`src/rtl/vga_pixel_unpack_pkg.sv`:
```
// Shared VGA definitions: colour-mode encodings, RGB565 colour constants and
// the test-pattern bar palette.
package vga_pixel_unpack_pkg;

  typedef enum logic [1:0] {
    VGA_RGB332_MODE = 2'b00,
    VGA_RGB444_MODE = 2'b01,
    VGA_RGB555_MODE = 2'b10,
    VGA_RGB565_MODE = 2'b11
  } vga_mode_e;

  localparam int VGA_TEST_BAR_NUM = 8;

  localparam logic [15:0] VGA_RGB565_COLOR_WHITE  = 16'hFFFF;
  localparam logic [15:0] VGA_RGB565_COLOR_YELLOW = 16'hFFE0;
  localparam logic [15:0] VGA_RGB565_COLOR_CYAN   = 16'h07FF;
  localparam logic [15:0] VGA_RGB565_COLOR_GREEN  = 16'h07E0;
  localparam logic [15:0] VGA_RGB565_COLOR_PURPLE = 16'hF81F;
  localparam logic [15:0] VGA_RGB565_COLOR_RED    = 16'hF800;
  localparam logic [15:0] VGA_RGB565_COLOR_BLUE   = 16'h001F;
  localparam logic [15:0] VGA_RGB565_COLOR_BLACK  = 16'h0000;

  function automatic logic [15:0] vga_bar_color(input logic [2:0] idx);
    case (idx)
      3'd0:    return VGA_RGB565_COLOR_WHITE;
      3'd1:    return VGA_RGB565_COLOR_YELLOW;
      3'd2:    return VGA_RGB565_COLOR_CYAN;
      3'd3:    return VGA_RGB565_COLOR_GREEN;
      3'd4:    return VGA_RGB565_COLOR_PURPLE;
      3'd5:    return VGA_RGB565_COLOR_RED;
      3'd6:    return VGA_RGB565_COLOR_BLUE;
      default: return VGA_RGB565_COLOR_BLACK;
    endcase
  endfunction

endpackage

```
`src/rtl/vga_pixel_unpack_expand.sv`:
```
// Combinational expansion of one pixel slot to RGB565 by MSB replication.
module vga_color_expand
  import vga_pixel_unpack_pkg::*;
(
  input  vga_mode_e   mode_i,
  input  logic [15:0] slot_i,
  output logic [4:0]  r_o,
  output logic [5:0]  g_o,
  output logic [4:0]  b_o
);

  always_comb begin
    r_o = '0;
    g_o = '0;
    b_o = '0;
    case (mode_i)
      VGA_RGB332_MODE: begin
        r_o = {slot_i[7:5], slot_i[7:6]};
        g_o = {slot_i[4:2], slot_i[4:2]};
        b_o = {slot_i[1:0], slot_i[1:0], slot_i[1]};
      end
      VGA_RGB444_MODE: begin
        r_o = {slot_i[11:8], slot_i[11]};
        g_o = {slot_i[7:4], slot_i[7:6]};
        b_o = {slot_i[3:0], slot_i[3]};
      end
      VGA_RGB555_MODE: begin
        r_o = slot_i[14:10];
        g_o = {slot_i[9:5], slot_i[9]};
        b_o = slot_i[4:0];
      end
      default: begin
        r_o = slot_i[15:11];
        g_o = slot_i[10:5];
        b_o = slot_i[4:0];
      end
    endcase
  end

endmodule

```
`src/rtl/vga_pixel_unpack.sv`:
```
// Pixel stage: unpacks framebuffer FIFO words into RGB565 pixels on request,
// or generates colour bars in test mode. Flags FIFO underrun.
module vga_pixel_unpack
  import vga_pixel_unpack_pkg::*;
#(
  parameter int DATA_WIDTH = 32,
  parameter int BAR_W      = 80
) (
  input  logic                  clk_i,
  input  logic                  rst_n_i,
  input  logic                  en_i,
  input  logic [1:0]            mode_i,
  input  logic                  test_i,
  input  logic                  frame_start_i,
  input  logic                  line_start_i,
  input  logic                  pix_req_i,
  input  logic                  fifo_valid_i,
  input  logic [DATA_WIDTH-1:0] fifo_data_i,
  output logic                  fifo_ready_o,
  output logic                  pix_valid_o,
  output logic [4:0]            pix_r_o,
  output logic [5:0]            pix_g_o,
  output logic [4:0]            pix_b_o,
  output logic                  underrun_o
);

  localparam int              PosW     = (BAR_W > 1) ? $clog2(BAR_W) : 1;
  localparam logic [PosW-1:0] BAR_LAST = PosW'(BAR_W - 1);
  localparam logic [2:0]      BAR_MAX  = 3'(VGA_TEST_BAR_NUM - 1);

  vga_mode_e             mode_q, mode_d;
  logic                  test_q, test_d;
  logic [DATA_WIDTH-1:0] buf_q, buf_d;
  logic                  buf_vld_q, buf_vld_d;
  logic [1:0]            slot_q, slot_d;
  logic [PosW-1:0]       pos_q, pos_d;
  logic [2:0]            bar_q, bar_d;
  logic                  pix_valid_q, pix_valid_d;
  logic                  underrun_q, underrun_d;
  logic [4:0]            r_q, r_d, b_q, b_d;
  logic [5:0]            g_q, g_d;

  logic [1:0]      slot_last;
  logic            at_last, pop;
  logic [15:0]     slot_pix, bar_pix;
  logic [4:0]      exp_r, exp_b;
  logic [5:0]      exp_g;
  logic [PosW-1:0] pos_cur;
  logic [2:0]      bar_cur;

  assign slot_last    = (mode_q == VGA_RGB332_MODE) ? 2'd3 : 2'd1;
  assign at_last      = (slot_q == slot_last);
  assign fifo_ready_o = rst_n_i & en_i & ~test_q & ~frame_start_i &
                        (~buf_vld_q | (pix_req_i & at_last));
  assign pop          = fifo_valid_i & fifo_ready_o;

  always_comb begin
    slot_pix = '0;
    if (mode_q == VGA_RGB332_MODE) slot_pix[7:0] = buf_q[{slot_q, 3'b000} +: 8];
    else                           slot_pix      = buf_q[{slot_q[0], 4'b0000} +: 16];
  end

  vga_color_expand u_expand (
    .mode_i (mode_q),
    .slot_i (slot_pix),
    .r_o    (exp_r),
    .g_o    (exp_g),
    .b_o    (exp_b)
  );

  // Bar position is a down-counter within the bar; a line start in the same
  // cycle as a request makes that request the first pixel of the line.
  assign pos_cur = line_start_i ? BAR_LAST : pos_q;
  assign bar_cur = line_start_i ? 3'd0 : bar_q;
  assign bar_pix = vga_bar_color(bar_cur);

  always_comb begin
    mode_d      = mode_q;
    test_d      = test_q;
    buf_d       = buf_q;
    buf_vld_d   = buf_vld_q;
    slot_d      = slot_q;
    pos_d       = pos_cur;
    bar_d       = bar_cur;
    pix_valid_d = pix_req_i;
    underrun_d  = 1'b0;
    r_d         = '0;
    g_d         = '0;
    b_d         = '0;
    if (frame_start_i) begin
      mode_d    = vga_mode_e'(mode_i);
      test_d    = test_i;
      buf_vld_d = 1'b0;
      slot_d    = '0;
    end else if (test_q) begin
      if (pix_req_i) begin
        {r_d, g_d, b_d} = bar_pix;
        if (pos_cur == '0) begin
          pos_d = BAR_LAST;
          if (bar_cur != BAR_MAX) bar_d = bar_cur + 3'd1;
        end else begin
          pos_d = pos_cur - 1'b1;
        end
      end
    end else begin
      if (pix_req_i) begin
        if (buf_vld_q) begin
          {r_d, g_d, b_d} = {exp_r, exp_g, exp_b};
          slot_d = slot_q + 2'd1;
          if (at_last) begin
            buf_vld_d = 1'b0;
            slot_d    = '0;
          end
        end else begin
          underrun_d = 1'b1;
        end
      end
      // A pop on the last slot overrides the drain above, so there is no bubble.
      if (pop) begin
        buf_d     = fifo_data_i;
        buf_vld_d = 1'b1;
        slot_d    = '0;
      end
    end
  end

  always_ff @(posedge clk_i) begin
    if (!rst_n_i || !en_i) begin
      mode_q      <= VGA_RGB565_MODE;
      test_q      <= 1'b0;
      buf_q       <= '0;
      buf_vld_q   <= 1'b0;
      slot_q      <= '0;
      pos_q       <= BAR_LAST;
      bar_q       <= '0;
      pix_valid_q <= 1'b0;
      underrun_q  <= 1'b0;
      r_q         <= '0;
      g_q         <= '0;
      b_q         <= '0;
    end else begin
      mode_q      <= mode_d;
      test_q      <= test_d;
      buf_q       <= buf_d;
      buf_vld_q   <= buf_vld_d;
      slot_q      <= slot_d;
      pos_q       <= pos_d;
      bar_q       <= bar_d;
      pix_valid_q <= pix_valid_d;
      underrun_q  <= underrun_d;
      r_q         <= r_d;
      g_q         <= g_d;
      b_q         <= b_d;
    end
  end

  assign pix_valid_o = pix_valid_q;
  assign underrun_o  = underrun_q;
  assign pix_r_o     = r_q;
  assign pix_g_o     = g_q;
  assign pix_b_o     = b_q;

endmodule

```
`config.mk`:
```
export PLATFORM = sky130hd
export DESIGN_NAME = vga_pixel_unpack
export DESIGN_NICKNAME = d
export VERILOG_FILES = /design/src/rtl/vga_pixel_unpack_pkg.sv /design/src/rtl/vga_pixel_unpack_expand.sv /design/src/rtl/vga_pixel_unpack.sv
export SDC_FILE = /design/constraint.sdc
export NUM_CORES = 1
export LEC_CHECK = 0
export BUFFER_PORTS_ARGS = -buffer_cell sky130_fd_sc_hd__clkbuf_2
export CAP_MARGIN = 10
export CORE_AREA = 2 2 78 155
export CTS_BUF_LIST = sky130_fd_sc_hd__clkbuf_8 sky130_fd_sc_hd__clkbuf_16
export DETAILED_ROUTE_END_ITERATION = 10
export DIE_AREA = 0 0 80 157
export PLACE_DENSITY = 0.54
export SETUP_SLACK_MARGIN = 0.5
export SLEW_MARGIN = 40
export SYNTH_ARGS = -nofsm -noshare
export SYNTH_HDL_FRONTEND = slang
export SYNTH_SLANG_ARGS = --single-unit
```
`constraint.sdc`:
```
create_clock -name clk_i -period 2 [get_ports clk_i]
set_input_delay 0.5 -clock clk_i [delete_from_list [all_inputs] [get_ports clk_i]]
set_output_delay 0.5 -clock clk_i [all_outputs]
set_load 0.05 [all_outputs]
```
# Word-level counts from Yosys, hierarchy flattened

Cells that the tools add are included.

Bits of input ports: 42
Output and inout bits: 19
Word-level logic and storage cells: 89
Register bits after elaboration: 66

$add $sub $neg: 3
Mux-type cells: 38
Shift-type cells: 2
Eq/ne operators: 10
Bitwise logic cells: 11
Reductions and logical operators: 13

Operators with widths:

| kind                                                               | number |
|---|---|
| 16-bit one-hot mux with 7 select lines                             | 1 |
| 5-bit two-way mux                                                  | 8 |
| 7-bit two-way mux                                                  | 5 |
| 32-bit by 6-bit indexed part select with 16-bit output             | 1 |
| 32-bit by 6-bit indexed part select with 8-bit output              | 1 |
| 6-bit two-way mux                                                  | 4 |
| 3-bit two-way mux                                                  | 6 |
| 6-bit one-hot mux with 3 select lines                              | 1 |
| 5-bit one-hot mux with 3 select lines                              | 1 |
| 2-bit two-way mux                                                  | 5 |
| 5-bit one-hot mux with 2 select lines                              | 1 |
| 3-bit == test, second input constant                               | 3 |
| 8-bit two-way mux                                                  | 1 |
| 7-bit logical NOT                                                  | 1 |
| 7-bit by 1-bit subtractor with 7-bit output, second input constant | 1 |
| 1-bit AND                                                          | 6 |
| 3-bit by 2-bit == test with 1-bit output, second input constant    | 2 |
| 3-bit AND reduction                                                | 2 |
| 1-bit two-way mux                                                  | 5 |
| 1-bit inverter                                                     | 4 |
| 2-bit nonzero test                                                 | 2 |
| 4-bit OR reduction                                                 | 1 |
| 3-bit by 1-bit adder with 3-bit output, second input constant      | 1 |
| 3-bit by 1-bit == test with 1-bit output, second input constant    | 1 |
| 12 further kinds                                                   | 13 |

# Longest topological paths before layout

Depth in word-level cells: 9
Gate-level depth with buffers: 7
Depth with buffers taken out: 6

# Modules after synthesis

A second synthesis with hierarchy kept.

Cells, all modules: 366
Area total of the unflattened synthesis: 3,444.6 µm²

Modules (own cells, without submodules):

| module           | times used | cells each | area each (µm²) | sequential area each (µm²) |
|---|---|---|---|---|
| vga_pixel_unpack | 1          | 338        | 3,070.4         | 1,321.3 |
| vga_color_expand | 1          | 28         | 374.1           | 0.0 |

# Least setup slack after synthesis

Ideal clock, no wire load.

Path type: input port to output port
Start point: input port pix_req_i
End point: output port fifo_ready_o
Data required time: 1.500 ns
Path buffers: 1
Stages on the path: 4
Arrival time: 2.174 ns
Setup slack: -0.674 ns
Path through: buf_2 nand2_1 o31a_1 nor3_1

Longest elaborated chain between the ends: 3

Ends and longest elaborated chain:

| item        | RTL line               | source |
|---|---|---|
| from (decl) | vga_pixel_unpack.sv:16 | `input logic pix_req_i,` |
| 1-bit AND   | vga_pixel_unpack.sv:54 | `(~buf_vld_q \| (pix_req_i & at_last));` |
| 1-bit OR    | vga_pixel_unpack.sv:54 |  |
| 1-bit AND   | vga_pixel_unpack.sv:53 | `assign fifo_ready_o = rst_n_i & en_i & ~test_q & ~frame_start_i &` |
| to (decl)   | vga_pixel_unpack.sv:19 | `output logic fifo_ready_o,` |

Every way passes these cells.

# Final worst setup path

Start point: register mode_q[1]
End point: output port fifo_ready_o

Longest elaborated chain between the ends: 6

Ends and longest elaborated chain:

| item                   | RTL line                | source |
|---|---|---|
| from (decl)            | vga_pixel_unpack.sv:31  | `vga_mode_e mode_q, mode_d;` |
| from (signal assigned) | vga_pixel_unpack.sv:142 | `mode_q <= mode_d;` |
| 2-bit logical NOT      | vga_pixel_unpack.sv:51  | `assign slot_last = (mode_q == VGA_RGB332_MODE) ? 2'd3 : 2'd1;` |
| 2-bit two-way mux      | vga_pixel_unpack.sv:51  |  |
| 2-bit == test          | vga_pixel_unpack.sv:52  | `assign at_last = (slot_q == slot_last);` |
| 1-bit AND              | vga_pixel_unpack.sv:54  |  |
| 1-bit OR               | vga_pixel_unpack.sv:54  |  |
| 1-bit AND              | vga_pixel_unpack.sv:53  |  |

Every way passes these cells.

==> flow_metrics.env <==
export IMPL_outcome="finished, final reports clean"
export IMPL_synth_cells=398
export IMPL_hold_start="fifo_data_i[23]"
export IMPL_synth_edf_count=0
export IMPL_arrival_ps=1470
export IMPL_firstDrtPassIters=5
export IMPL_grt_pass1_vias=3212
export IMPL_slew_viol_final=0
export IMPL_min_path_type="primary input to flip-flop"
export IMPL_cts_buffers=9
export IMPL_hpwl_um=7350
export IMPL_holdBufCountCts=0
export IMPL_path_buf_inv=1
export IMPL_design_area_mm2=0.00507
export IMPL_fmax_ghz=0.507
export IMPL_drtIter0Drc=166
export IMPL_fp_row_count=55
export IMPL_grt_pass1_wl_um=16200
export IMPL_viasPerCell=5.17
export IMPL_cts_tree="yes"
export IMPL_area_growth_pct=50.7
export IMPL_finalClockSkew_ps=6.17
export IMPL_port_buffers=60
export IMPL_wl_per_cell_um=17.1
export IMPL_finalSetupViolations=0
export IMPL_ctsLongestPathBuffers=2
export IMPL_clock_latency_ps=330
export IMPL_dieArea_mm2=0.0126
export IMPL_ant_nets=0
export IMPL_die_h_um=157
export IMPL_routed_wl_um=10800
export IMPL_rsz0062_at_grt="yes"
export IMPL_cap_violations=0
export IMPL_grt_max_degree=34
export IMPL_synth_avg_cell_area_um2=8.46
export IMPL_final_cells=633
export IMPL_drive_gt1_share_pct=45.8
export IMPL_wl_met3_um=371
export IMPL_period_minus_slack_ps=1970
export IMPL_cp_required_ps=1500
export IMPL_reg2reg_slack_ps=210
export IMPL_start_kind="flip-flop"
export IMPL_crit_end="fifo_ready_o"
export IMPL_antennaDiodeCount=0
export IMPL_ys_seq_area_share_pct=39.2
export IMPL_root_buffer="clkbuf_16"
export IMPL_cp_slowest_cell="dfxtp_2"
export IMPL_antenna_found_initial=0
export IMPL_ys_ff_latch=66
export IMPL_dr_max_layer_used="met4"
export IMPL_grt_overflow=0
export IMPL_critPathMaxStageDelay_ps=330
export IMPL_power_density_mw_per_mm2=608
export IMPL_max_slew_margin_pct=74.5
export IMPL_start_util_pct=29.8
export IMPL_r2r_end="buf_q[7]"
export IMPL_r2r_cells=8
export IMPL_layout_nets=532
export IMPL_vias=3272
export IMPL_ys_async_sr_fraction_pct=0
export IMPL_drt_met1_wl_um=3830
export IMPL_crit_type="flip-flop to output port"
export IMPL_synth_nets=443
export IMPL_synth_cell_area_mm2=0.00337
export IMPL_r2r_start="mode_q[1]"
export IMPL_netlist_cell_type_count=58
export IMPL_critical_path_depth=4
export IMPL_crit_path_end_kind="output port"
export IMPL_htree_levels=3
export IMPL_cp_cell_sequence="o21a_1, o31a_1, nor3_4, buf_12"
export IMPL_die_x_um=80
export IMPL_placed_area_mm2=0.00399
export IMPL_max_vdd_ir_drop_uv=355
export IMPL_coreArea_mm2=0.0113
export IMPL_crit_fanout=3
export IMPL_dp_cells=588
export IMPL_drc=0
export IMPL_cts_sinks=66
export IMPL_met2_length_um=6420
export IMPL_synthFlopType="dfxtp_1"
export IMPL_period_share_pct=98.7
export IMPL_ioPinCount=61
export IMPL_startpoint="mode_q[1]"
export IMPL_yosysWarningCount=0
export IMPL_place_congestion=0.863
export IMPL_max_slew_worst_pin_slew_ps=371
export IMPL_finalHoldViolations=0
export IMPL_leakage_nw=1.92
export IMPL_crit_family="compound AO/OA/AOI/OAI gates"
export IMPL_grt_total_usage_pct=16.7
export IMPL_path_clk_slew_ps=60
[logic make-up (layout without fill, tap and decap cells)]
logic type                 after synthesis  in the layout  share of synthesized area [%]
and+or+nand+nor                        155            155                           22.4
AOI/OAI and AO/OA                       95             95                           17.2
DFF                                     66             66                           39.2
muxes                                   36             36                           13.3
buffers and inverters                   36            129                           4.90
xor gates and xnor gates                 7              7                           1.82
adders and majority gates                3              3                           1.11
[per-stage QoR]
step	power, mW	util [%]	hold slack (ps)	setup TNS [ps]	worst slack, ps
finish	3.09	45.0	404	0	26.9
global route	3.19	45.0	404	-40.2	-40.2
CTS	3.05	40.5	387	0	12.5
detailed placement	1.61	35.3	458	0	103
global placement	1.60	35.3	453	0	128
floorplan	1.51	-	436	0	30.4
[cells in the final DEF (no fill, tap or decap), types with 6 or more instances in the layout]
cell	synthesis	final
dfxtp_1	66	61
clkbuf_2	2	57
nand2_1	52	51
o21ai_2	0	32
nand3_1	33	31
buf_4	1	25
mux2i_1	23	20
nor2_1	27	19
buf_6	1	13
clkbuf_16	0	12
a21oi_1	19	10
buf_12	0	10
a21oi_2	0	9
nor2_4	0	7
o21ai_1	4	7
and2_1	6	6
mux4_2	5	6
o21ai_0	41	6
[cell usage after synthesis (2+ instances only)]
master | n | area [um^2]
o21a_1 | 3 | 22.5
mux2i_1 | 23 | 230
a21oi_1 | 19 | 95.1
ha_1 | 3 | 37.5
clkbuf_1 | 17 | 63.8
xnor2_1 | 4 | 35.0
and2_1 | 6 | 37.5
o21ai_0 | 41 | 205
xor2_1 | 3 | 26.3
nand3b_1 | 3 | 22.5
a31oi_1 | 2 | 12.5
o22ai_1 | 3 | 18.8
o31a_1 | 3 | 26.3
mux2_2 | 7 | 78.8
nand2_1 | 52 | 195
nor4b_1 | 2 | 17.5
nand2b_1 | 5 | 31.3
nor4_1 | 3 | 18.8
a211oi_1 | 3 | 22.5
nor2b_1 | 5 | 31.3
buf_2 | 13 | 65.1
nand3_1 | 33 | 165
and3b_1 | 2 | 17.5
clkbuf_2 | 2 | 10.0
mux4_2 | 5 | 113
nor3_1 | 6 | 30.0
o221a_2 | 2 | 22.5
nand4b_1 | 2 | 17.5
or3_1 | 2 | 12.5
o21ai_1 | 4 | 20.0
dfxtp_1 | 66 | 1320
nor2_1 | 27 | 101
inv_1 | 2 | 7.51
[tightest hold or removal path, cell delays in order]
cell      delay [ps]
clkbuf_2          70
nand3_1           70
o21ai_2           50
[flip-flops by register name, summed over array words and instances, names as in the netlist]
register     count
test_q           1
mode_q           2
pix_valid_o      1
underrun_o       1
buf_vld_q        1
pix_g_o          6
pos_q            7
bar_q            3
pix_b_o          5
slot_q           2
buf_q           32
pix_r_o          5
[area by class of cell]
| cell class | count | area [um^2] |
|---|---|---|
| flip-flops and latches | 66 | 1330 |
| repair buffers | 112 | 982 |
| clock buffers | 11 | 253 |
| fillers | 1102 | 6210 |
| inverters | 2 | 7.51 |
| multi-input cells | 296 | 2310 |
| clock inverters | 4 | 18.8 |
| well taps | 142 | 178 |
[what timing repair did]
action,4_1_cts,5_1_grt
endpoints found under the setup margin,54,55
cloned,3,3
endpoints found under the hold margin,0,0
gates resized for setup,34,113
buffers inserted,13,11
pin swaps,18,52
[report_power, final]
group	switching (mW)	total (mW)	internal (mW)
clock	0.545	1.43	0.887
combinational	0.161	0.299	0.138
sequential	0.0215	1.36	1.34
total	0.728	3.09	2.36
[worst min-delay path by stage]
| stage | slack (ps) | cells past startpoint | end |
|---|---|---|---|
| after floorplan | 440 | 2 | buf_q[4] |
| after global placement | 450 | 2 | buf_q[22] |
| after detailed placement | 460 | 2 | buf_q[22] |
| after CTS | 390 | 3 | buf_q[23] |
| after global routing | 400 | 3 | buf_q[28] |
| final | 400 | 3 | buf_q[23] |
[layer usage]
| metal | up-vias | GRT usage (%) |
|---|---|---|
| li1 | 1598 | - |
| met1 | 1592 | 17.1 |
| met2 | 68 | 31.4 |
| met3 | 14 | 2.81 |
| met4 | 0 | 8.39 |
| met5 | - | 0 |
(Power assumes the default switching activity.)
